<file path="src/rtl/uart_pkg.sv">
// uart_pkg: shared UART state encoding, default line timing and bit-period derivation.
package uart_pkg;

  localparam int DEFAULT_CLK_FREQ  = 50_000_000;
  localparam int DEFAULT_BAUD_RATE = 115_200;

  typedef enum logic [2:0] {
    IDLE   = 3'd0,
    START  = 3'd1,
    DATA   = 3'd2,
    PARITY = 3'd3,
    STOP   = 3'd4
  } uart_state_t;

  // Truncating division: the line runs marginally fast rather than slow.
  function automatic int calc_clks_per_bit(input int clk_freq, input int baud_rate);
    return clk_freq / baud_rate;
  endfunction

endpackage

</file>
<file path="src/rtl/uart_baud_cnt.sv">
// uart_baud_cnt: bit-period counter; bit_tick marks the last clock cycle of each bit.
module uart_baud_cnt #(
  parameter int CLKS_PER_BIT = 434
) (
  input  logic clk_50M,
  input  logic rst_n,
  input  logic clr,
  input  logic en,
  output logic bit_tick
);

  localparam int CNT_W = (CLKS_PER_BIT > 1) ? $clog2(CLKS_PER_BIT) : 1;
  localparam logic [CNT_W-1:0] LAST = CNT_W'(CLKS_PER_BIT - 1);

  logic [CNT_W-1:0] cnt;

  always_ff @(posedge clk_50M or negedge rst_n) begin
    if (!rst_n) begin
      cnt <= '0;
    end else if (clr) begin
      cnt <= '0;
    end else if (en) begin
      cnt <= (cnt == LAST) ? '0 : cnt + 1'b1;
    end
  end

  assign bit_tick = en && (cnt == LAST);

endmodule

</file>
<file path="src/rtl/uart_tx.sv">
// uart_tx: 8N1 UART transmitter, LSB first, registered glitch-free tx line.
// Define UART_TX_PARITY_EN to insert an even-parity bit between data and stop (11-bit frame).
module uart_tx
  import uart_pkg::*;
#(
  parameter int CLK_FREQ     = DEFAULT_CLK_FREQ,
  parameter int BAUD_RATE    = DEFAULT_BAUD_RATE,
  parameter int CLKS_PER_BIT = calc_clks_per_bit(CLK_FREQ, BAUD_RATE)
) (
  input  logic       clk_50M,
  input  logic       rst_n,
  input  logic       tx_en,
  input  logic [7:0] data,
  output logic       tx,
  output logic       tx_done
);

  uart_state_t state, state_next;
  logic [7:0]  shift_reg, shift_next;
  logic [2:0]  bit_idx, bit_idx_next;
  logic        parity_bit, parity_next;
  logic        tx_next, done_next;
  logic        bit_tick;

  // Counter is held cleared in IDLE so every frame starts on a fresh bit period.
  uart_baud_cnt #(
    .CLKS_PER_BIT(CLKS_PER_BIT)
  ) u_baud_cnt (
    .clk_50M  (clk_50M),
    .rst_n    (rst_n),
    .clr      (state == IDLE),
    .en       (state != IDLE),
    .bit_tick (bit_tick)
  );

  always_ff @(posedge clk_50M or negedge rst_n) begin
    if (!rst_n) begin
      state      <= IDLE;
      shift_reg  <= '0;
      bit_idx    <= '0;
      parity_bit <= 1'b0;
      tx         <= 1'b1;
      tx_done    <= 1'b0;
    end else begin
      state      <= state_next;
      shift_reg  <= shift_next;
      bit_idx    <= bit_idx_next;
      parity_bit <= parity_next;
      tx         <= tx_next;
      tx_done    <= done_next;
    end
  end

  always_comb begin
    state_next   = state;
    shift_next   = shift_reg;
    bit_idx_next = bit_idx;
    parity_next  = parity_bit;
    done_next    = 1'b0;
    tx_next      = 1'b1;

    case (state)
      IDLE: begin
        if (tx_en) begin
          state_next   = START;
          shift_next   = data;
          parity_next  = ^data;
          bit_idx_next = '0;
        end
      end
      START: begin
        if (bit_tick) state_next = DATA;
      end
      DATA: begin
        if (bit_tick) begin
          if (bit_idx == 3'd7) begin
`ifdef UART_TX_PARITY_EN
            state_next = PARITY;
`else
            state_next = STOP;
`endif
          end else begin
            bit_idx_next = bit_idx + 3'd1;
            shift_next   = shift_reg >> 1;
          end
        end
      end
      PARITY: begin
        if (bit_tick) state_next = STOP;
      end
      STOP: begin
        if (bit_tick) begin
          state_next = IDLE;
          done_next  = 1'b1;
        end
      end
      default: state_next = IDLE;
    endcase

    // Line level is decoded from the next state so tx changes on the same edge as the state.
    case (state_next)
      START:   tx_next = 1'b0;
      DATA:    tx_next = shift_next[0];
      PARITY:  tx_next = parity_next;
      default: tx_next = 1'b1;
    endcase
  end

endmodule

</file>
<file path="config.mk">
export PLATFORM = sky130hd
export DESIGN_NAME = uart_tx
export DESIGN_NICKNAME = d
export VERILOG_FILES = /design/src/rtl/uart_pkg.sv /design/src/rtl/uart_baud_cnt.sv /design/src/rtl/uart_tx.sv
export SDC_FILE = /design/constraint.sdc
export NUM_CORES = 1
export LEC_CHECK = 0
export CORE_UTILIZATION = 40
export CTS_CLUSTER_DIAMETER = 120
export DETAILED_ROUTE_END_ITERATION = 8
export HOLD_SLACK_MARGIN = 0.06
export SLEW_MARGIN = 20
export SYNTH_ARGS = -nofsm -noshare
export SYNTH_HDL_FRONTEND = slang
export SYNTH_SLANG_ARGS = --single-unit
</file>
<file path="constraint.sdc">
create_clock -name clk_50M -period 1.7 [get_ports clk_50M]
set_input_delay 0.51 -clock clk_50M [delete_from_list [all_inputs] [get_ports clk_50M]]
set_output_delay 0.51 -clock clk_50M [all_outputs]
set_load 0.02 [all_outputs]
</file>
==> flow_summary.json <==
{
  "synth_area_leaders": "dfrtp_1, xnor2_1, a22o_1, a21o_1, ha_1",
  "numCtsBuffers": 3,
  "grt_util_all_layers_pct": 17.83,
  "start_kind": "input pin",
  "antenna_found_initial": 0,
  "stdcell_count": 197,
  "diodes": 0,
  "core_um2": 3337,
  "clock_skew_ns": 0.003000,
  "fin_crit_sh_pct": 102.3,
  "synth-seq-cells": 26,
  "clkSinkCount": 26,
  "hold_viol": 0,
  "yosysTopAreaCell": "dfrtp_1",
  "timing.final.ws_setup_ns": -0.03934,
  "rsz0062_at_grt": "true",
  "synth_top_area_share_pct": 45.00,
  "powerDensity_nw_per_um2": 861.4,
  "area_growth_pct": 26.10,
  "ir_drop_uv": 569.4,
  "finalSetupViolations": 1,
  "fp.dieW_um": 60.95,
  "first_pass_iters": 4,
  "grt_first_pass_wirelength_mm": 4.802,
  "p_leak_nw": 0.7659,
  "drive_gt1_share_pct": 25.17,
  "vias_per_cell": 5.208,
  "period_minus_slack_ns": 1.739,
  "power.total_mw": 1.510,
  "outcome": "finished, violations left",
  "crit_family": "buffers and inverters",
  "wire_per_inst_um": 14.36,
  "ys.flop_type": "dfrtp_1",
  "synth_common_cells": "dfrtp_1, nor2_1, xnor2_1",
  "end_kind": "register",
  "path_class": "in2reg",
  "tightestPinTransition_ns": 0.4564,
  "final_area_um2": 1753,
  "drv_cap": 0,
  "die_area_um2": 3715,
  "grt_overflow_total": 0,
  "ys_seq_area_share_pct": 46.89,
  "nNetsFinal": 167,
  "dpl.hpwl_mm": 1.986,
  "drtIter0Drc": 58,
  "num-fill-cells": 326,
  "crit_fanout": 4,
  "synth_area_per_cell_um2": 11.58,
  "vias": 1026,
  "hold_class": "reg2reg",
  "critPathRequiredTime_ns": 1.96,
  "cts_tree": "done",
  "grt_max_degree": 27,
  "synthCells": 120,
  "ant_nets": 0,
  "setup-tns-final_ns": -0.03934,
  "fin_util_pct": 52.53,
  "fmax_mhz": 574.9,
  "routed_wl_mm": 2.829,
  "slew_headroom_pct": 69.57,
  "final_max_slew_viol_count": 0,
  "post-synth-top-count-cell": "dfrtp_1",
  "place.gp.congestion": 0.8357,
  "critPathArrivalTime_ns": 1.99,
  "violations": "setup timing",
  "cts-root-buf": "clkbuf_4",
  "fp.dieH_um": 60.95,
  "crit_chain": "clkdlybuf4s50_1 -> nor4b_4 -> buf_4 -> nor2_2 -> a211o_1 -> a2bb2oi_2",
  "initial_core_util_pct": 41.66,
  "slowest_stage": "clkdlybuf4s50_1",
  "syn-num-nets": 135,
  "cp_num_buf_inv": 2,
  "synth_area_um2": 1390,
  "io_pins": 13,
  "portBuffers": 12,
  "largest_reg_flops": 9,
  "rows": 21,
  "path_clk_slew_ns": 0.14,
  "place_ws_ns": -0.3024,
  "drc_errors": 0,
  "max_stage_delay_ns": 0.48,
  "clk_latency_ns": 0.31,
  "yosysWarnings": 0,
  "clockBufferDepth": 2,
  "holdWs_ns": 0.4934,
  "synth_edf_count": 0,
  "grt_pass1_vias": 1067,
  "placed_cell_area_um2": 1643,
  "dp_cells": 188,
  "synth.distinct_cells": 38,
  "cts_max_level": 1,
  "postSynth.asyncResetShare_pct": 100.0
}
-- per-layer routing --
layer | vias to the layer above | global-route usage, % | part of all wire, %
met5 | - | 0 | 0
met4 | 0 | 4.870 | 0.78
met3 | 2 | 3.198 | 4.6
met2 | 22 | 30.14 | 49
met1 | 495 | 23.53 | 46
li1 | 507 | - | -
-- final timing paths --
kind                                     startpoint  cells past startpoint                        to  slack (ns)
max in group asynchronous                     rst_n                      2              tx$_DFF_PN1_        0.87
hold reg to reg            shift_reg[4]$_DFFE_PN0P_                      1  shift_reg[4]$_DFFE_PN0P_        0.49
hold / removal             shift_reg[4]$_DFFE_PN0P_                      1  shift_reg[4]$_DFFE_PN0P_        0.49
setup / recovery                              tx_en                      6              tx$_DFF_PN1_       -0.04
setup reg to reg             bit_idx[0]$_DFFE_PN0P_                      6    bit_idx[0]$_DFFE_PN0P_        0.01
min in group asynchronous                     rst_n                      2        state[0]$_DFF_PN0_        0.54
-- report_power, final --
group	switching (mW)	internal [mW]	leakage (nW)
combinational	0.160	0.218	0.413
clock	0.176	0.131	0.0210
sequential	0.0902	0.734	0.332
-- layout make-up --
cell class,count,area (um2),share of cell area [%]
timing repair buffer,31,264.0,15.06
clock buffer,4,36.28,2.070
inverter,3,11.26,0.6424
tap,46,57.56,3.283
sequential,26,651.9,37.19
multi-input combinational,87,732.0,41.76
-- what timing repair did --
item,CTS,global route
resized for setup,11,2
gates cloned,2,0
pin swaps,10,4
setup endpoints to repair,13,14
hold buffers,0,0
endpoints found under the hold margin,0,0
setup buffers,2,1
-- kinds of logic after synthesis --
| family | after synthesis | synth area share [%] |
|---|---|---|
| fa+ha+maj | 4 | 3.601 |
| xor+xnor | 14 | 8.821 |
| compound gates | 30 | 18.81 |
| buf+inv | 8 | 3.510 |
| mux | 1 | 0.8100 |
| simple gates | 37 | 17.55 |
| flops | 26 | 46.90 |
-- cells in the final DEF, fill, tap and decap left out, types with 2 or more instances in the layout --
cell type        synthesis  layout
clkbuf_4                 0       3
nor2b_1                  2       2
nand2_1                  5       5
ha_1                     4       2
nor4b_4                  2       2
nor2_1                  12      11
a21oi_1                  2       2
o21ai_0                  3       3
dfrtp_1                 25      25
xor2_1                   3       3
a22o_1                   9       9
nand4_1                  4       4
clkdlybuf4s50_1          0      10
buf_4                    0      17
nor2_2                   1       2
nand3_1                  2       2
inv_1                    3       3
xnor2_1                 11      11
buf_6                    2       2
a21o_1                   7       7
(Power assumes the default switching activity.)
